`src/rtl/serializer_pkg.sv`:
```
// Shared types and constants for the serializer_piso block.
package serializer_pkg;

  typedef enum logic [1:0] {
    IDLE   = 2'd0,
    SHIFT  = 2'd1,
    PARITY = 2'd2
  } state_t;

  // Line level held on serial_out while no bit is valid (mark level).
  localparam logic IDLE_LVL_DEFAULT = 1'b1;

endpackage

```
`src/rtl/serializer_parity_gen.sv`:
```
// Even-parity generator: XOR reduction of one data word.
// Only instantiated when SERIALIZER_PARITY_EN is defined.
module parity_gen #(
  parameter int WIDTH = 8
) (
  input  logic [WIDTH-1:0] data,
  output logic             parity
);

  // XOR of all bits: 1 when the word holds an odd number of ones.
  always_comb parity = ^data;

endmodule

```
`src/rtl/serializer_piso.sv`:
```
// Parallel-in/serial-out serializer with valid/ready input handshake.
// Words are accepted when din_valid & din_ready and shifted out one bit per
// clock, gapless when the next word is offered during the last bit.
// Optional build macro: SERIALIZER_PARITY_EN appends an even-parity bit
// after each word (one extra PARITY cycle).
module serializer_piso
  import serializer_pkg::*;
#(
  parameter int   WIDTH     = 8,
  parameter bit   MSB_FIRST = 1'b1,
  parameter logic IDLE_LVL  = IDLE_LVL_DEFAULT
) (
  input  logic             clk,
  input  logic             reset,
  input  logic [WIDTH-1:0] din,
  input  logic             din_valid,
  output logic             din_ready,
  output logic             serial_out,
  output logic             serial_valid,
  output logic             busy,
  output logic             done
);

  localparam int             CNT_W = $clog2(WIDTH);
  localparam logic [CNT_W-1:0] LAST = CNT_W'(WIDTH - 1);

  // Bit that leaves the line first for a freshly loaded word.
  function automatic logic first_bit(input logic [WIDTH-1:0] w);
    return MSB_FIRST ? w[WIDTH-1] : w[0];
  endfunction

  // Move the next bit into the output position.
  function automatic logic [WIDTH-1:0] advance(input logic [WIDTH-1:0] w);
    return MSB_FIRST ? {w[WIDTH-2:0], 1'b0} : {1'b0, w[WIDTH-1:1]};
  endfunction

  state_t             state, state_n;
  logic [WIDTH-1:0]   shreg, shreg_n;
  logic [CNT_W-1:0]   bit_cnt, bit_cnt_n;
  logic               out_n, valid_n, busy_n, done_n;
  logic               accept, load;

  assign accept = din_valid & din_ready;

`ifdef SERIALIZER_PARITY_EN
  logic par_word, par_q;

  parity_gen #(.WIDTH(WIDTH)) u_parity_gen (
    .data   (din),
    .parity (par_word)
  );

  // Capture the parity of each word as it is accepted.
  always_ff @(posedge clk or posedge reset) begin
    if (reset)     par_q <= 1'b0;
    else if (load) par_q <= par_word;
  end
`endif

  // Ready depends only on state/bit_cnt so it never loops back on din_valid.
  always_comb begin
`ifdef SERIALIZER_PARITY_EN
    din_ready = (state == IDLE) || (state == PARITY);
`else
    din_ready = (state == IDLE) || ((state == SHIFT) && (bit_cnt == LAST));
`endif
  end

  // Next-state and next registered outputs; a load may happen from any state.
  always_comb begin
    state_n   = state;
    shreg_n   = shreg;
    bit_cnt_n = bit_cnt;
    out_n     = IDLE_LVL;
    valid_n   = 1'b0;
    busy_n    = 1'b0;
    done_n    = 1'b0;
    load      = 1'b0;

    case (state)
      IDLE: begin
        if (accept) load = 1'b1;
      end
      SHIFT: begin
        if (bit_cnt == LAST) begin
`ifdef SERIALIZER_PARITY_EN
          state_n = PARITY;
          out_n   = par_q;
          valid_n = 1'b1;
          busy_n  = 1'b1;
          done_n  = 1'b1;
`else
          if (accept) load = 1'b1;
          else        state_n = IDLE;
`endif
        end else begin
          shreg_n   = advance(shreg);
          bit_cnt_n = bit_cnt + CNT_W'(1);
          out_n     = first_bit(shreg_n);
          valid_n   = 1'b1;
          busy_n    = 1'b1;
`ifndef SERIALIZER_PARITY_EN
          done_n    = (bit_cnt_n == LAST);
`endif
        end
      end
`ifdef SERIALIZER_PARITY_EN
      PARITY: begin
        if (accept) load = 1'b1;
        else        state_n = IDLE;
      end
`endif
      default: state_n = IDLE;
    endcase

    // WIDTH >= 2, so the first bit of a word is never its last one.
    if (load) begin
      state_n   = SHIFT;
      shreg_n   = din;
      bit_cnt_n = '0;
      out_n     = first_bit(din);
      valid_n   = 1'b1;
      busy_n    = 1'b1;
      done_n    = 1'b0;
    end
  end

  // State, datapath and registered outputs; reset discards any partial word.
  always_ff @(posedge clk or posedge reset) begin
    if (reset) begin
      state        <= IDLE;
      shreg        <= '0;
      bit_cnt      <= '0;
      serial_out   <= IDLE_LVL;
      serial_valid <= 1'b0;
      busy         <= 1'b0;
      done         <= 1'b0;
    end else begin
      state        <= state_n;
      shreg        <= shreg_n;
      bit_cnt      <= bit_cnt_n;
      serial_out   <= out_n;
      serial_valid <= valid_n;
      busy         <= busy_n;
      done         <= done_n;
    end
  end

endmodule

```
`config.mk`:
```
export PLATFORM = sky130hd
export DESIGN_NAME = serializer_piso
export DESIGN_NICKNAME = d
export VERILOG_FILES = /design/src/rtl/serializer_pkg.sv /design/src/rtl/serializer_parity_gen.sv /design/src/rtl/serializer_piso.sv
export SDC_FILE = /design/constraint.sdc
export NUM_CORES = 1
export LEC_CHECK = 0
export BUFFER_PORTS_ARGS = -buffer_cell sky130_fd_sc_hd__buf_2
export CAP_MARGIN = 20
export CORE_UTILIZATION = 50
export CTS_BUF_LIST = sky130_fd_sc_hd__clkbuf_8
export CTS_CLUSTER_DIAMETER = 30
export DETAILED_ROUTE_END_ITERATION = 10
export PLACE_DENSITY = 0.76
export SYNTH_ARGS = -nofsm -noshare
export SYNTH_HDL_FRONTEND = slang
export SYNTH_SLANG_ARGS = --single-unit
```
`constraint.sdc`:
```
create_clock -name clk -period 2.7 [get_ports clk]
set_input_delay 0.54 -clock clk [delete_from_list [all_inputs] [get_ports clk]]
set_output_delay 0.54 -clock clk [all_outputs]
set_load 0.005 [all_outputs]
```
Word-level counts from Yosys, hierarchy flattened
Cells that the tools add are included.
- add/sub/neg operators: 1
- multiply operators: 0
- div/mod/pow operators: 0
- magnitude comparators: 0
- equality and inequality tests: 7
- shift operators: 0
- muxes and demuxes: 22
- bitwise operators: 1
- reduce and logical (&&, ||, !) cells: 6
- operators with widths (cell ; number):
    7-bit 2-to-1 mux ; 3
    1-bit 2-to-1 mux ; 11
    3-bit 2-to-1 mux ; 3
    3-bit == test (second input constant) ; 2
    2-bit 2-to-1 mux ; 3
    2-bit inequality test (second input constant) ; 2
    2-bit case mux with 2 select lines ; 1
    3-bit by 1-bit adder with 3-bit output (second input constant) ; 1
    3-bit by 2-bit inequality test with 1-bit output (second input constant) ; 1
    3-bit inequality test (second input constant) ; 1
    3-bit AND reduction ; 1
    2-bit by 1-bit == test with 1-bit output (second input constant) ; 1
    2-bit zero test ; 1
    1-bit case mux with 2 select lines ; 1
    2-bit AND reduction ; 1
    2-bit nonzero test ; 1
    1-bit bitwise AND ; 1
    1-bit logical AND ; 1
    1-bit logical OR ; 1
- bits in registers: 15
- bits in latches: 0
- RAM bits: 0
- memory bits (read-only): 0
- input port bits: 11
- output and inout bits: 5
- word-level logic and storage cells: 43
- memories: 0

Depth between registers and ports, before layout
- word-level depth: 9
- depth in mapped cells: 6

Worst setup path before layout
No wires, ideal clock.
- kind: register to output
- start point: register bit_cnt[0]
- end point: output din_ready
- arrival: 1.046 ns
- path slack: 1.114 ns
- cell stages (with the launch flop): 5
- path through: dfrtp_1 ha_1 ha_1 nor2b_4 inv_4
- longest elaborated chain between the ends: 3
- RTL lines (element ; line ; text):
    from (decl) ; serializer_piso.sv:39 ; logic [CNT_W-1:0] bit_cnt, bit_cnt_n;
    from (signal assigned) ; serializer_piso.sv:141 ; bit_cnt <= bit_cnt_n;
    3-bit == test ; serializer_piso.sv:65 ; din_ready = (state == IDLE) || ((state == SHIFT) && (bit_cnt == LAST));
    1-bit logical AND ; serializer_piso.sv:65 ;
    1-bit logical OR ; serializer_piso.sv:65 ;
    to (decl) ; serializer_piso.sv:17 ; output logic din_ready,
Every way passes these cells.

Final worst setup path
Ends and elaborated chain as after synthesis.

==> flow_summary.ini <==
[timing]
drv_slew = 0
finClkSkew_ps = 1.74
timing.final.crit_share_pct = 81.2
tightest_slew_ps = 503
maxSlewHeadroom_pct = 66.4
hold_viol = 0
fmax_mhz = 456
grt_setup_unrepaired = no
finalSetupViolations = 0
setup_tns_ps = 0
period_needed_ps = 2190

[yosys]
synth_largest_area_cell = dfrtp_1
synth-seq-cells = 14
synth_warnings = 0
synthCells = 56
syn_area_per_cell_um2 = 11.6
synth.top_cell.area_share_pct = 50.0
synth_seq_area_share_pct = 54.0
synth_fp_nets = 70
synth_area_leaders = dfrtp_1, mux2i_1, ha_1
synth_cell_types = 19
synth_area_um2 = 651

[setup_path]
r2r_slack_ps = 1130
slowest_stage = dfrtp_1
cp.depth = 5
cp_common_cell = ha_1
timing.rr.end = bit_cnt[0]$_DFFE_PP0P_
critPathTopFamily = adder cells
critPathCaptureType = primary output
crit_required_ps = 2160
cp_data_arrival_time_ps = 1650
path_buf_inv = 2
cp_cell_sequence = ha_1, ha_1, nor2b_4, inv_4, buf_2
rr_worst_depth = 6
start_kind = flip-flop
crit_type = flip-flop to primary output
cp_max_fo = 16
timing.rr.start = bit_cnt[0]$_DFFE_PP0P_
cp_slowest_stage_delay_ps = 400

[flow_run]
maxCapViolCount = 0

[detailed_routing]
wl_per_cell_um = 12.3
drt-pass1-iter-count = 2
vias = 435
antenna_left = 0
drt_iter0_drc = 12
wirelength_um = 1060
drc = 0
via_per_inst = 5.06

[final_layout]
layout_common_cells = buf_2, dfrtp_1, mux2i_1, nand2_1
multiInputGateArea_um2 = 251
seqCellArea_um2 = 352
mostFrequentLayoutCell = buf_2
fillers = 99
drive_gt1_share_pct = 34.7
area_growth_pct = 18.1
fin_nets = 87
n_antenna_cell = 0

[cts]
cts_num_sinks = 14
path_clk_slew_ps = 60
clk_latency_ps = 240
h-tree-depth = 1
cts_resized = 0
cts_tree = yes
clockBufferDepth = 2
root_buffer = clkbuf_8
numCtsBuffers = 3
ctsHoldBuffers = 0
cts_setup_buffers = 0

[power_and_ir_drop]
vdd_drop_max_uv = 501
power_density_mw_per_mm2 = 1040
leakagePower_nw = 0.407
total_power_mw = 0.798

[global_route]
grt_max_degree = 17
grt_remaining_overflow = 0
grt_antenna_before_repair = 0
grt_pass1_vias = 415
grt_pass1_wl_um = 1740
track_usage_pct = 18.5

[floorplanning]
ioPinCount = 16
die_w_um = 38.1
die-area_mm2 = 0.00145
die_h_um = 38.1
floorplan.initialDensity_pct = 56.3
fp-row-count = 12
core_area_mm2 = 0.00116

[place]
numPortBuffers = 15
routabilityCongestion = 0.653
hpwl_um = 816

[min_path]
hp-class = input port to async pin

[run_status]
outcome = complete, no violations
==> registers in the layout, indices dropped and copies added, names as in the netlist <==
signal / count
done: 1
shreg: 7
state: 1
busy: 1
serial_out: 1
bit_cnt: 3
==> through the flow <==
stage	setup slack (ps)	cell area, µm²	cells	util, %	hold WS (ps)
after global placement	805	713	82	61.7	462
after detailed placement	754	713	82	61.7	466
final	508	768	86	66.5	311
after floorplan	1110	651	56	-	429
after global routing	408	768	86	66.5	372
after CTS	488	768	86	66.5	339
==> per-layer routing <==
metal	track usage (%)	vias to the layer above	wire, µm
met1	19.3	203	427
met4	13.4	0	27
met3	3.49	5	39
met5	0	-	0
li1	-	216	-
met2	32.6	11	566
==> cell usage after synthesis <==
cell	count
dfrtp_1	13
mux2i_1	8
nand2_1	8
o21ai_1	4
ha_1	3
inv_1	3
buf_6	2
nand3b_1	2
nor2_1	2
o21ai_0	2
a31oi_1	1
and3_2	1
buf_4	1
dfstp_2	1
inv_4	1
nand2b_1	1
nand2b_2	1
nor2b_4	1
o21ai_2	1
==> final cells by class <==
| cell class | count | share of cell area [%] |
|---|---|---|
| tap | 14 | 2.28 |
| clock buffer | 4 | 7.17 |
| timing repair buffer | 15 | 9.77 |
| multi-input combinational | 35 | 32.7 |
| sequential | 14 | 45.8 |
| inverter | 4 | 2.28 |
==> worst max-delay path by stage <==
stage / from / end / slack (ps)
CTS: bit_cnt[0]$_DFFE_PP0P_ / din_ready / 490
floorplan: bit_cnt[0]$_DFFE_PP0P_ / din_ready / 1110
detailed placement: bit_cnt[0]$_DFFE_PP0P_ / din_ready / 750
finish: bit_cnt[0]$_DFFE_PP0P_ / din_ready / 510
global placement: bit_cnt[0]$_DFFE_PP0P_ / din_ready / 810
global route: bit_cnt[0]$_DFFE_PP0P_ / din_ready / 410
==> where the power goes <==
group | leakage (nW) | total, mW | internal, mW | switching, mW
sequential | 0.173 | 0.341 | 0.298 | 0.0430
combinational | 0.205 | 0.255 | 0.112 | 0.144
clock | 0.0288 | 0.202 | 0.129 | 0.0725
==> cells by family (layout without fill, tap and decap cells) <==
logic type / after synthesis / in the layout / synth area share, %
AND/OR/NAND/NOR: 16 / 16 / 13.7
multiplexers: 8 / 8 / 12.3
buffers and inverters: 7 / 23 / 7.31
flip-flops: 14 / 14 / 54.0
adder cells (fa/ha/maj): 3 / 3 / 5.77
AO/OA/AOI/OAI: 8 / 8 / 6.92
Note: power is estimated with default switching activity, not from simulation.
